[config.mk]
export PLATFORM = sky130hd
export DESIGN_NAME = mpt_plb_cache_flat
export DESIGN_NICKNAME = d
export VERILOG_FILES = /design/src/rtl/mpt_plb_cache_if.sv /design/src/rtl/mpt_plb_cache.sv /design/src/flat_wrapper.sv
export SDC_FILE = /design/constraint.sdc
export NUM_CORES = 1
export LEC_CHECK = 0
export CAP_MARGIN = 40
export CORE_MARGIN = 2
export CORE_UTILIZATION = 45
export DETAILED_ROUTE_END_ITERATION = 8
export GPL_ROUTABILITY_DRIVEN = 0
export PLACE_DENSITY_LB_ADDON = 0.12
export REMOVE_ABC_BUFFERS = 1
export SETUP_SLACK_MARGIN = 0.02
export SYNTH_ARGS = -nofsm -noshare
export SYNTH_HDL_FRONTEND = slang
export SYNTH_SLANG_ARGS = --single-unit
[constraint.sdc]
create_clock -name clk_i -period 20.1 [get_ports clk_i]
set_clock_uncertainty 0.1 [all_clocks]
set_input_delay 4.02 -clock clk_i [delete_from_list [all_inputs] [get_ports clk_i]]
set_output_delay 4.02 -clock clk_i [all_outputs]
set_load 0.005 [all_outputs]
[src/rtl/mpt_plb_cache_if.sv]
// Lookup request/response bundle between a requester and the PLB cache.
interface mpt_plb_cache_if #(
   parameter int unsigned PA_WIDTH   = 34,
   parameter int unsigned SDID_WIDTH = 6
) ();
   logic                  req_valid;
   logic                  req_ready;
   logic [PA_WIDTH-1:0]   req_spa;
   logic [SDID_WIDTH-1:0] req_sdid;
   logic [1:0]            req_access;
   logic                  rsp_valid;
   logic                  rsp_allow;
   logic                  rsp_fault;
   logic                  rsp_hit;

   modport master (
      output req_valid, req_spa, req_sdid, req_access,
      input  req_ready, rsp_valid, rsp_allow, rsp_fault, rsp_hit
   );

   modport slave (
      input  req_valid, req_spa, req_sdid, req_access,
      output req_ready, rsp_valid, rsp_allow, rsp_fault, rsp_hit
   );
endinterface

[src/rtl/mpt_plb_cache.sv]
// Fully-associative permission lookaside buffer with a page-table walker
// handshake, round-robin replacement and saturating hit/miss counters.
module mpt_plb_cache #(
   parameter int unsigned NUM_ENTRIES = 4,
   parameter int unsigned PA_WIDTH    = 34,
   parameter int unsigned SDID_WIDTH  = 6
) (
   input  logic                clk_i,
   input  logic                rst_i,
   input  logic                flush_i,
   mpt_plb_cache_if.slave      bus,
   output logic                ptw_enable_o,
   output logic [PA_WIDTH-1:0] ptw_spa_o,
   input  logic                ptw_valid_i,
   input  logic                ptw_fault_i,
   input  logic [2:0]          ptw_perm_i,
   output logic [31:0]         hit_cnt_o,
   output logic [31:0]         miss_cnt_o
);
   localparam int unsigned PnW  = PA_WIDTH - 12;
   localparam int unsigned IdxW = $clog2(NUM_ENTRIES);

   typedef enum logic [1:0] {StIdle, StWalkReq, StWalkWait, StResp} state_e;

   state_e                                 state_q, state_d;
   logic [NUM_ENTRIES-1:0]                 ent_valid_q, ent_valid_d;
   logic [NUM_ENTRIES-1:0][PnW-1:0]        ent_pn_q, ent_pn_d;
   logic [NUM_ENTRIES-1:0][SDID_WIDTH-1:0] ent_sdid_q, ent_sdid_d;
   logic [NUM_ENTRIES-1:0][2:0]            ent_perm_q, ent_perm_d;
   logic [IdxW-1:0]                        victim_q, victim_d;
   logic                                   drop_q, drop_d;
   logic [PA_WIDTH-1:0]                    lat_spa_q, lat_spa_d;
   logic [SDID_WIDTH-1:0]                  lat_sdid_q, lat_sdid_d;
   logic [1:0]                             lat_acc_q, lat_acc_d;
   logic [2:0]                             rsp_perm_q, rsp_perm_d;
   logic                                   rsp_fault_q, rsp_fault_d;
   logic                                   hit_rsp_q, hit_rsp_d;
   logic                                   hit_allow_q, hit_allow_d;
   logic [31:0]                            hit_cnt_q, hit_cnt_d;
   logic [31:0]                            miss_cnt_q, miss_cnt_d;

   logic            hit;
   logic [2:0]      hit_perm;
   logic            free_found;
   logic [IdxW-1:0] free_idx;
   logic [IdxW-1:0] fill_idx;
   logic            fill;
   logic            accept;

   function automatic logic allow_sel(input logic [2:0] perm, input logic [1:0] acc);
      unique case (acc)
         2'b00:   return perm[0];
         2'b01:   return perm[1];
         2'b10:   return perm[2];
         default: return 1'b0;
      endcase
   endfunction

   assign bus.req_ready = (state_q == StIdle) && !flush_i;
   assign accept        = bus.req_valid && bus.req_ready;

   // Associative match of the incoming request against all valid entries.
   always_comb begin
      hit      = 1'b0;
      hit_perm = '0;
      for (int i = int'(NUM_ENTRIES) - 1; i >= 0; i--) begin
         if (ent_valid_q[i] && ent_pn_q[i] == bus.req_spa[PA_WIDTH-1:12] &&
             ent_sdid_q[i] == bus.req_sdid) begin
            hit      = 1'b1;
            hit_perm = ent_perm_q[i];
         end
      end
   end

   // Lowest-index invalid entry is preferred over the victim pointer.
   always_comb begin
      free_found = 1'b0;
      free_idx   = '0;
      for (int i = int'(NUM_ENTRIES) - 1; i >= 0; i--) begin
         if (!ent_valid_q[i]) begin
            free_found = 1'b1;
            free_idx   = IdxW'(i);
         end
      end
   end

   // Next-state: FSM, fill, flush and counters.
   always_comb begin
      state_d     = state_q;
      ent_valid_d = ent_valid_q;
      ent_pn_d    = ent_pn_q;
      ent_sdid_d  = ent_sdid_q;
      ent_perm_d  = ent_perm_q;
      victim_d    = victim_q;
      drop_d      = drop_q;
      lat_spa_d   = lat_spa_q;
      lat_sdid_d  = lat_sdid_q;
      lat_acc_d   = lat_acc_q;
      rsp_perm_d  = rsp_perm_q;
      rsp_fault_d = rsp_fault_q;
      hit_rsp_d   = 1'b0;
      hit_allow_d = 1'b0;
      hit_cnt_d   = hit_cnt_q;
      miss_cnt_d  = miss_cnt_q;
      fill        = 1'b0;
      fill_idx    = free_found ? free_idx : victim_q;

      unique case (state_q)
         StIdle: begin
            if (accept) begin
               if (hit) begin
                  hit_rsp_d   = 1'b1;
                  hit_allow_d = allow_sel(hit_perm, bus.req_access);
                  if (hit_cnt_q != '1) hit_cnt_d = hit_cnt_q + 32'd1;
               end else begin
                  lat_spa_d  = bus.req_spa;
                  lat_sdid_d = bus.req_sdid;
                  lat_acc_d  = bus.req_access;
                  state_d    = StWalkReq;
               end
            end
         end
         StWalkReq: begin
            if (miss_cnt_q != '1) miss_cnt_d = miss_cnt_q + 32'd1;
            if (flush_i) drop_d = 1'b1;
            state_d = StWalkWait;
         end
         StWalkWait: begin
            if (flush_i) drop_d = 1'b1;
            if (ptw_fault_i) begin
               rsp_fault_d = 1'b1;
               state_d     = StResp;
            end else if (ptw_valid_i) begin
               rsp_fault_d = 1'b0;
               rsp_perm_d  = ptw_perm_i;
               // A walk overlapped by a flush may hold stale permissions.
               fill        = !drop_q && !flush_i;
               state_d     = StResp;
            end
         end
         StResp: begin
            drop_d  = 1'b0;
            state_d = StIdle;
         end
         default: state_d = StIdle;
      endcase

      if (fill) begin
         ent_valid_d[fill_idx] = 1'b1;
         ent_pn_d[fill_idx]    = lat_spa_q[PA_WIDTH-1:12];
         ent_sdid_d[fill_idx]  = lat_sdid_q;
         ent_perm_d[fill_idx]  = rsp_perm_d;
         if (!free_found) victim_d = victim_q + IdxW'(1);
      end

      if (flush_i) begin
         ent_valid_d = '0;
         victim_d    = '0;
      end
   end

   // State registers with asynchronous reset.
   always_ff @(posedge clk_i or posedge rst_i) begin
      if (rst_i) begin
         state_q     <= StIdle;
         ent_valid_q <= '0;
         ent_pn_q    <= '0;
         ent_sdid_q  <= '0;
         ent_perm_q  <= '0;
         victim_q    <= '0;
         drop_q      <= 1'b0;
         lat_spa_q   <= '0;
         lat_sdid_q  <= '0;
         lat_acc_q   <= '0;
         rsp_perm_q  <= '0;
         rsp_fault_q <= 1'b0;
         hit_rsp_q   <= 1'b0;
         hit_allow_q <= 1'b0;
         hit_cnt_q   <= '0;
         miss_cnt_q  <= '0;
      end else begin
         state_q     <= state_d;
         ent_valid_q <= ent_valid_d;
         ent_pn_q    <= ent_pn_d;
         ent_sdid_q  <= ent_sdid_d;
         ent_perm_q  <= ent_perm_d;
         victim_q    <= victim_d;
         drop_q      <= drop_d;
         lat_spa_q   <= lat_spa_d;
         lat_sdid_q  <= lat_sdid_d;
         lat_acc_q   <= lat_acc_d;
         rsp_perm_q  <= rsp_perm_d;
         rsp_fault_q <= rsp_fault_d;
         hit_rsp_q   <= hit_rsp_d;
         hit_allow_q <= hit_allow_d;
         hit_cnt_q   <= hit_cnt_d;
         miss_cnt_q  <= miss_cnt_d;
      end
   end

   assign bus.rsp_valid = hit_rsp_q || (state_q == StResp);
   assign bus.rsp_hit   = hit_rsp_q;
   assign bus.rsp_fault = (state_q == StResp) && rsp_fault_q;
   assign bus.rsp_allow = hit_rsp_q ? hit_allow_q :
                          ((state_q == StResp) && !rsp_fault_q &&
                           allow_sel(rsp_perm_q, lat_acc_q));
   assign ptw_enable_o  = (state_q == StWalkReq);
   assign ptw_spa_o     = lat_spa_q;
   assign hit_cnt_o     = hit_cnt_q;
   assign miss_cnt_o    = miss_cnt_q;
endmodule

[src/flat_wrapper.sv]
// flat-port wrapper written by rule: the top's interface ports become plain ports
module mpt_plb_cache_flat 
#(
   parameter int unsigned NUM_ENTRIES = 4,
   parameter int unsigned PA_WIDTH    = 34,
   parameter int unsigned SDID_WIDTH  = 6
)
  (clk_i, rst_i, flush_i, ptw_enable_o, ptw_spa_o, ptw_valid_i, ptw_fault_i, ptw_perm_i, hit_cnt_o, miss_cnt_o, bus_req_valid, bus_req_spa, bus_req_sdid, bus_req_access, bus_req_ready, bus_rsp_valid, bus_rsp_allow, bus_rsp_fault, bus_rsp_hit);
  mpt_plb_cache_if #(.PA_WIDTH(PA_WIDTH), .SDID_WIDTH(SDID_WIDTH)) bus_i ();
  input  logic clk_i;
  input  logic rst_i;
  input  logic flush_i;
  output logic ptw_enable_o;
  output logic [PA_WIDTH-1:0] ptw_spa_o;
  input  logic ptw_valid_i;
  input  logic ptw_fault_i;
  input  logic [2:0] ptw_perm_i;
  output logic [31:0] hit_cnt_o;
  output logic [31:0] miss_cnt_o;
  input wire logic [$bits(bus_i.req_valid)-1:0] bus_req_valid;
  input wire logic [$bits(bus_i.req_spa)-1:0] bus_req_spa;
  input wire logic [$bits(bus_i.req_sdid)-1:0] bus_req_sdid;
  input wire logic [$bits(bus_i.req_access)-1:0] bus_req_access;
  output wire logic [$bits(bus_i.req_ready)-1:0] bus_req_ready;
  output wire logic [$bits(bus_i.rsp_valid)-1:0] bus_rsp_valid;
  output wire logic [$bits(bus_i.rsp_allow)-1:0] bus_rsp_allow;
  output wire logic [$bits(bus_i.rsp_fault)-1:0] bus_rsp_fault;
  output wire logic [$bits(bus_i.rsp_hit)-1:0] bus_rsp_hit;
  assign bus_i.req_valid = bus_req_valid;
  assign bus_i.req_spa = bus_req_spa;
  assign bus_i.req_sdid = bus_req_sdid;
  assign bus_i.req_access = bus_req_access;
  assign bus_req_ready = bus_i.req_ready;
  assign bus_rsp_valid = bus_i.rsp_valid;
  assign bus_rsp_allow = bus_i.rsp_allow;
  assign bus_rsp_fault = bus_i.rsp_fault;
  assign bus_rsp_hit = bus_i.rsp_hit;
  mpt_plb_cache #(.NUM_ENTRIES(NUM_ENTRIES), .PA_WIDTH(PA_WIDTH), .SDID_WIDTH(SDID_WIDTH)) u_core (.clk_i(clk_i), .rst_i(rst_i), .flush_i(flush_i), .bus(bus_i), .ptw_enable_o(ptw_enable_o), .ptw_spa_o(ptw_spa_o), .ptw_valid_i(ptw_valid_i), .ptw_fault_i(ptw_fault_i), .ptw_perm_i(ptw_perm_i), .hit_cnt_o(hit_cnt_o), .miss_cnt_o(miss_cnt_o));
endmodule
Word level (Yosys, flattened, before mapping)
Index checks and enable logic that the tools add are counted.
Operators by class
  add/sub/neg operators: 3
  $lt $le $gt $ge: 2
  eq/ne operators: 22
  muxes and demuxes: 57
  bitwise logic cells: 2
  reductions and logical operators: 33
Operators with widths (count)
  bitwise mux 88 bit: 1
  equality test 22 bit: 4
  adder 32 x 1 -> 32 bit, second input constant: 2
  != test 32 bit, second input constant: 2
  demux 22 bit (select 2 bit): 1
  bitwise mux 24 bit: 1
  equality test 6 bit: 4
  2-to-1 mux 2 bit: 12
  2-to-1 mux 3 bit: 8
  2-to-1 mux 1 bit: 22
  2-to-1 mux 22 bit: 1
  logical AND 1 bit: 15
  bitwise mux 12 bit: 1
  demux 6 bit (select 2 bit): 1
  equality test 2 bit, second input constant: 4
  2-to-1 mux 4 bit: 2
  case mux 2 bit (4 select lines): 1
  AND reduction 2 bit: 4
  demux 3 bit (select 2 bit): 1
  equality test 2 x 1 -> 1 bit, second input constant: 3
  zero test 2 bit: 3
  2-to-1 mux 6 bit: 1
  case mux 1 bit (3 select lines): 2
  AND reduction 3 bit: 2
  15 further kinds: 21
Word-level totals
  bits in registers: 245
  input port bits: 51
  output and inout bits: 104
  logic and storage cells: 144

Logic depth before layout (Yosys ltp)
  depth in word-level cells: 12
  gate-level depth with buffers: 10
  mapped depth without buffers: 8

Worst setup path before layout
Ideal clock, no wire load.
  path kind: in2out
  start point: input flush_i
  end point: output bus_req_ready
  arrival time: 4.378 ns
  data required time: 15.980 ns
  path slack: 11.602 ns
  stages: 2
  path buffers: 1
  cells stage by stage: clkbuf_1 > nor2b_1
Between the ends
  cells in the longest elaborated chain, start to end: 2
Ends and longest elaborated chain
  from (decl): line flat_wrapper.sv:12  | input logic flush_i;
  zero test 1 bit: line mpt_plb_cache.sv:59  | assign bus.req_ready = (state_q == StIdle) && !flush_i;
  logical AND 1 bit: line mpt_plb_cache.sv:59
  to (decl): line flat_wrapper.sv:24  | output wire logic [$bits(bus_i.req_ready)-1:0] bus_req_ready;
No other way between the ends.

Final worst setup path
Same ends and word-level chain as after synthesis.

==> results.json <==
{
  "status": "complete, no violations",
  "power-per-cell-area_nw_per_um2": 101,
  "cp.required_ns": 15.98,
  "cts.clk_slew.worst_paths_ns": 0.06,
  "fin_nets": 1163,
  "slew_headroom_pct": 45.3,
  "ant_nets": 0,
  "grt_antenna_before_repair": 0,
  "drc": 0,
  "drv_cap": 0,
  "ys_warn_count": 0,
  "synth_compound_area_share_pct": 2.89,
  "synth_fa_ha_area_share_pct": 0.631,
  "seqCellArea_sq_um": 6130,
  "io_pins": 155,
  "synth-simple-area-share_pct": 12.3,
  "cp.arrival_ns": 5.45,
  "netlist.area_leader.share_pct": 51.6,
  "via_count": 7935,
  "crit_path_start_kind": "primary input",
  "ys_seq_elements": 245,
  "ctsResizeCount": 0,
  "initial_core_util_pct": 45.8,
  "post_cts_buffers": 0,
  "die_y_um": 167,
  "holdBufCountCts": 0,
  "max-vdd-ir-drop_mv": 0.0931,
  "grt_overflow_total": 0,
  "synth_flop_cell": "dfrtp_1",
  "worst_pin_slew_ns": 0.813,
  "diodes": 0,
  "syn_avg_cell_area_sq_um": 12.4,
  "grt_pass1_vias": 7990,
  "fp.dieArea_sq_um": 27700,
  "rr_startpoint": "u_core.ent_sdid_q[3]",
  "end_kind": "output pin",
  "drtIter0Drc": 440,
  "min-delay-path-class": "flip-flop to flip-flop",
  "synth_cells": 962,
  "fp-row-count": 59,
  "synth-edff-count": 0,
  "synth-seq-area-share_pct": 51.6,
  "clk_latency_ns": 0.54,
  "multi_input_area_sq_um": 5370,
  "place_hpwl_um": 19500,
  "crit_path_end": "bus_req_ready",
  "critical_path.max_fanout": 10,
  "setup_violations": 0,
  "vias_per_cell": 5.44,
  "grt_pass1_wl_um": 44700,
  "holdWs_ns": 0.370,
  "leakagePower_nw": 6.30,
  "track_usage_pct": 20.0,
  "r2r_slack_ns": 16.68,
  "drive_above_1_share_pct": 20.0,
  "drv_slew": 0,
  "finalSetupTns_ns": 0,
  "die_width_um": 167,
  "synth_top_family_by_area": "multiplexers",
  "fmax_mhz": 104,
  "cts_tree": "done",
  "wl_per_cell_um": 19.0,
  "syn2layout_area_growth_pct": 22.8,
  "cts_sinks": 245,
  "cts_buffers": 28,
  "synth_xor_area_share_pct": 14.0,
  "synthArstFlopShare_pct": 100,
  "synth_area_leaders": "dfrtp_1, mux2_2, xnor2_1",
  "dp_slack_ns": 10.54,
  "synthMuxAreaShare_pct": 15.3,
  "totalWireLength_um": 27700,
  "synth_cell_types": 59,
  "timing.final.crit_share_pct": 47.6,
  "synth_area_leader_cell": "dfrtp_1",
  "worstReg2RegEnd": "u_core.ptw_spa_o[30]",
  "h-tree-depth": 1,
  "clockBufferDepth": 3,
  "grt_max_degree": 94,
  "startpoint": "flush_i",
  "finalHoldViolations": 0,
  "fillers": 2257,
  "power_mw": 1.47,
  "final.min_clock_period_ns": 9.57,
  "clock_tree.root_cell": "clkbuf_16",
  "netlist_area_sq_um": 11900,
  "worstSetupPathType": "primary input to output pin",
  "core_region_area_sq_um": 26000,
  "numPortBuffers": 154,
  "rr_worst_depth": 8,
  "setup_ws_ns": 10.53,
  "rsz0062_at_grt": "false",
  "drt_first_pass_iters": 5
}
## stage by stage
stage,util [%],area (sq um),std cells
6_report,56.2,14600,1459
3_3_place_gp,52.4,13600,1407
3_5_place_dp,52.7,13700,1411
5_1_grt,56.2,14600,1459
4_1_cts,56.2,14600,1459
2_1_floorplan,-,11600,910
## power breakdown
group	total [mW]	leakage (nW)	switching, mW	internal, mW
Combinational	0.317	2.56	0.131	0.186
Clock	0.492	0.448	0.198	0.294
Sequential	0.664	3.29	0.0857	0.578
## cell usage after synthesis, types with 17 or more instances
library cell,count
and3_1,17
buf_2,30
dfrtp_1,245
inv_1,24
mux2_1,23
mux2_2,133
nand2_1,44
nand3_1,31
nand4_1,65
nor2_1,24
nor4_1,18
xnor2_1,141
xor2_1,19
## state kept, by name (all words and copies together), names as in the netlist, 3 cells and up
name                count
u_core.lat_sdid_q       6
u_core.ent_perm_q      12
u_core.rsp_perm_q       3
u_core.ent_sdid_q      24
u_core.ent_valid_q      4
u_core.hit_cnt_o       32
u_core.ptw_spa_o       34
u_core.miss_cnt_o      32
u_core.ent_pn_q        88
## cell families after synthesis
group | count (synthesis)
AND/OR/NAND/NOR | 250
flip-flops | 245
XOR/XNOR | 176
multiplexers | 162
buffers and inverters | 77
AO/OA/AOI/OAI | 46
adder cells (fa/ha/maj) | 6
## layout make-up
class,count,share of cell area (%)
sequential,245,42.0
multi-input combinational,640,36.8
timing repair buffer,166,11.5
clock buffer,43,5.95
tap,335,2.87
inverter,25,0.694
clock inverter,5,0.197
## placed cells by master, fill, tap and decap left out, types with 3 or more instances in the layout
master,count
inv_1,23
and3_1,17
nor3b_1,3
nand3_1,31
nand4_1,65
or4_1,3
mux2_1,23
nand3_2,5
nand2b_1,3
a21oi_1,12
buf_4,9
clkinv_2,4
clkbuf_8,9
clkbuf_16,29
o21ai_0,16
clkdlybuf4s50_1,154
nor4_1,18
xnor2_2,16
clkbuf_1,5
ha_1,6
xor2_1,19
nor2_1,24
nand2_1,44
and2_1,4
nor3_1,6
nand3b_1,5
mux2_2,133
mux2i_1,6
dfrtp_1,245
xnor2_1,141
nor2b_1,3
and4_1,6
## worst min-delay path by stage
stage                   from            end  slack (ns)  cells after the start
2_1_floorplan  u_core.drop_q  u_core.drop_q        0.33                      2
3_3_place_gp   u_core.drop_q  u_core.drop_q        0.35                      2
3_5_place_dp   u_core.drop_q  u_core.drop_q        0.36                      2
4_1_cts        u_core.drop_q  u_core.drop_q        0.38                      2
5_1_grt        u_core.drop_q  u_core.drop_q        0.39                      2
6_report       u_core.drop_q  u_core.drop_q        0.37                      2
## routing by layer
| layer | up-vias | GRT usage, % | routed length [um] |
|---|---|---|---|
| met2 | 206 | 31.0 | 12600 |
| li1 | 3676 | - | - |
| met5 | - | 0 | 0 |
| met1 | 4008 | 29.3 | 13000 |
| met3 | 45 | 3.47 | 1450 |
| met4 | 0 | 5.40 | 669 |
## critical path, stage by stage
cell             delay [ns]
clkdlybuf4s50_1        0.60
nor2b_1                0.29
clkdlybuf4s50_1        0.54
(Power assumes the default switching activity.)
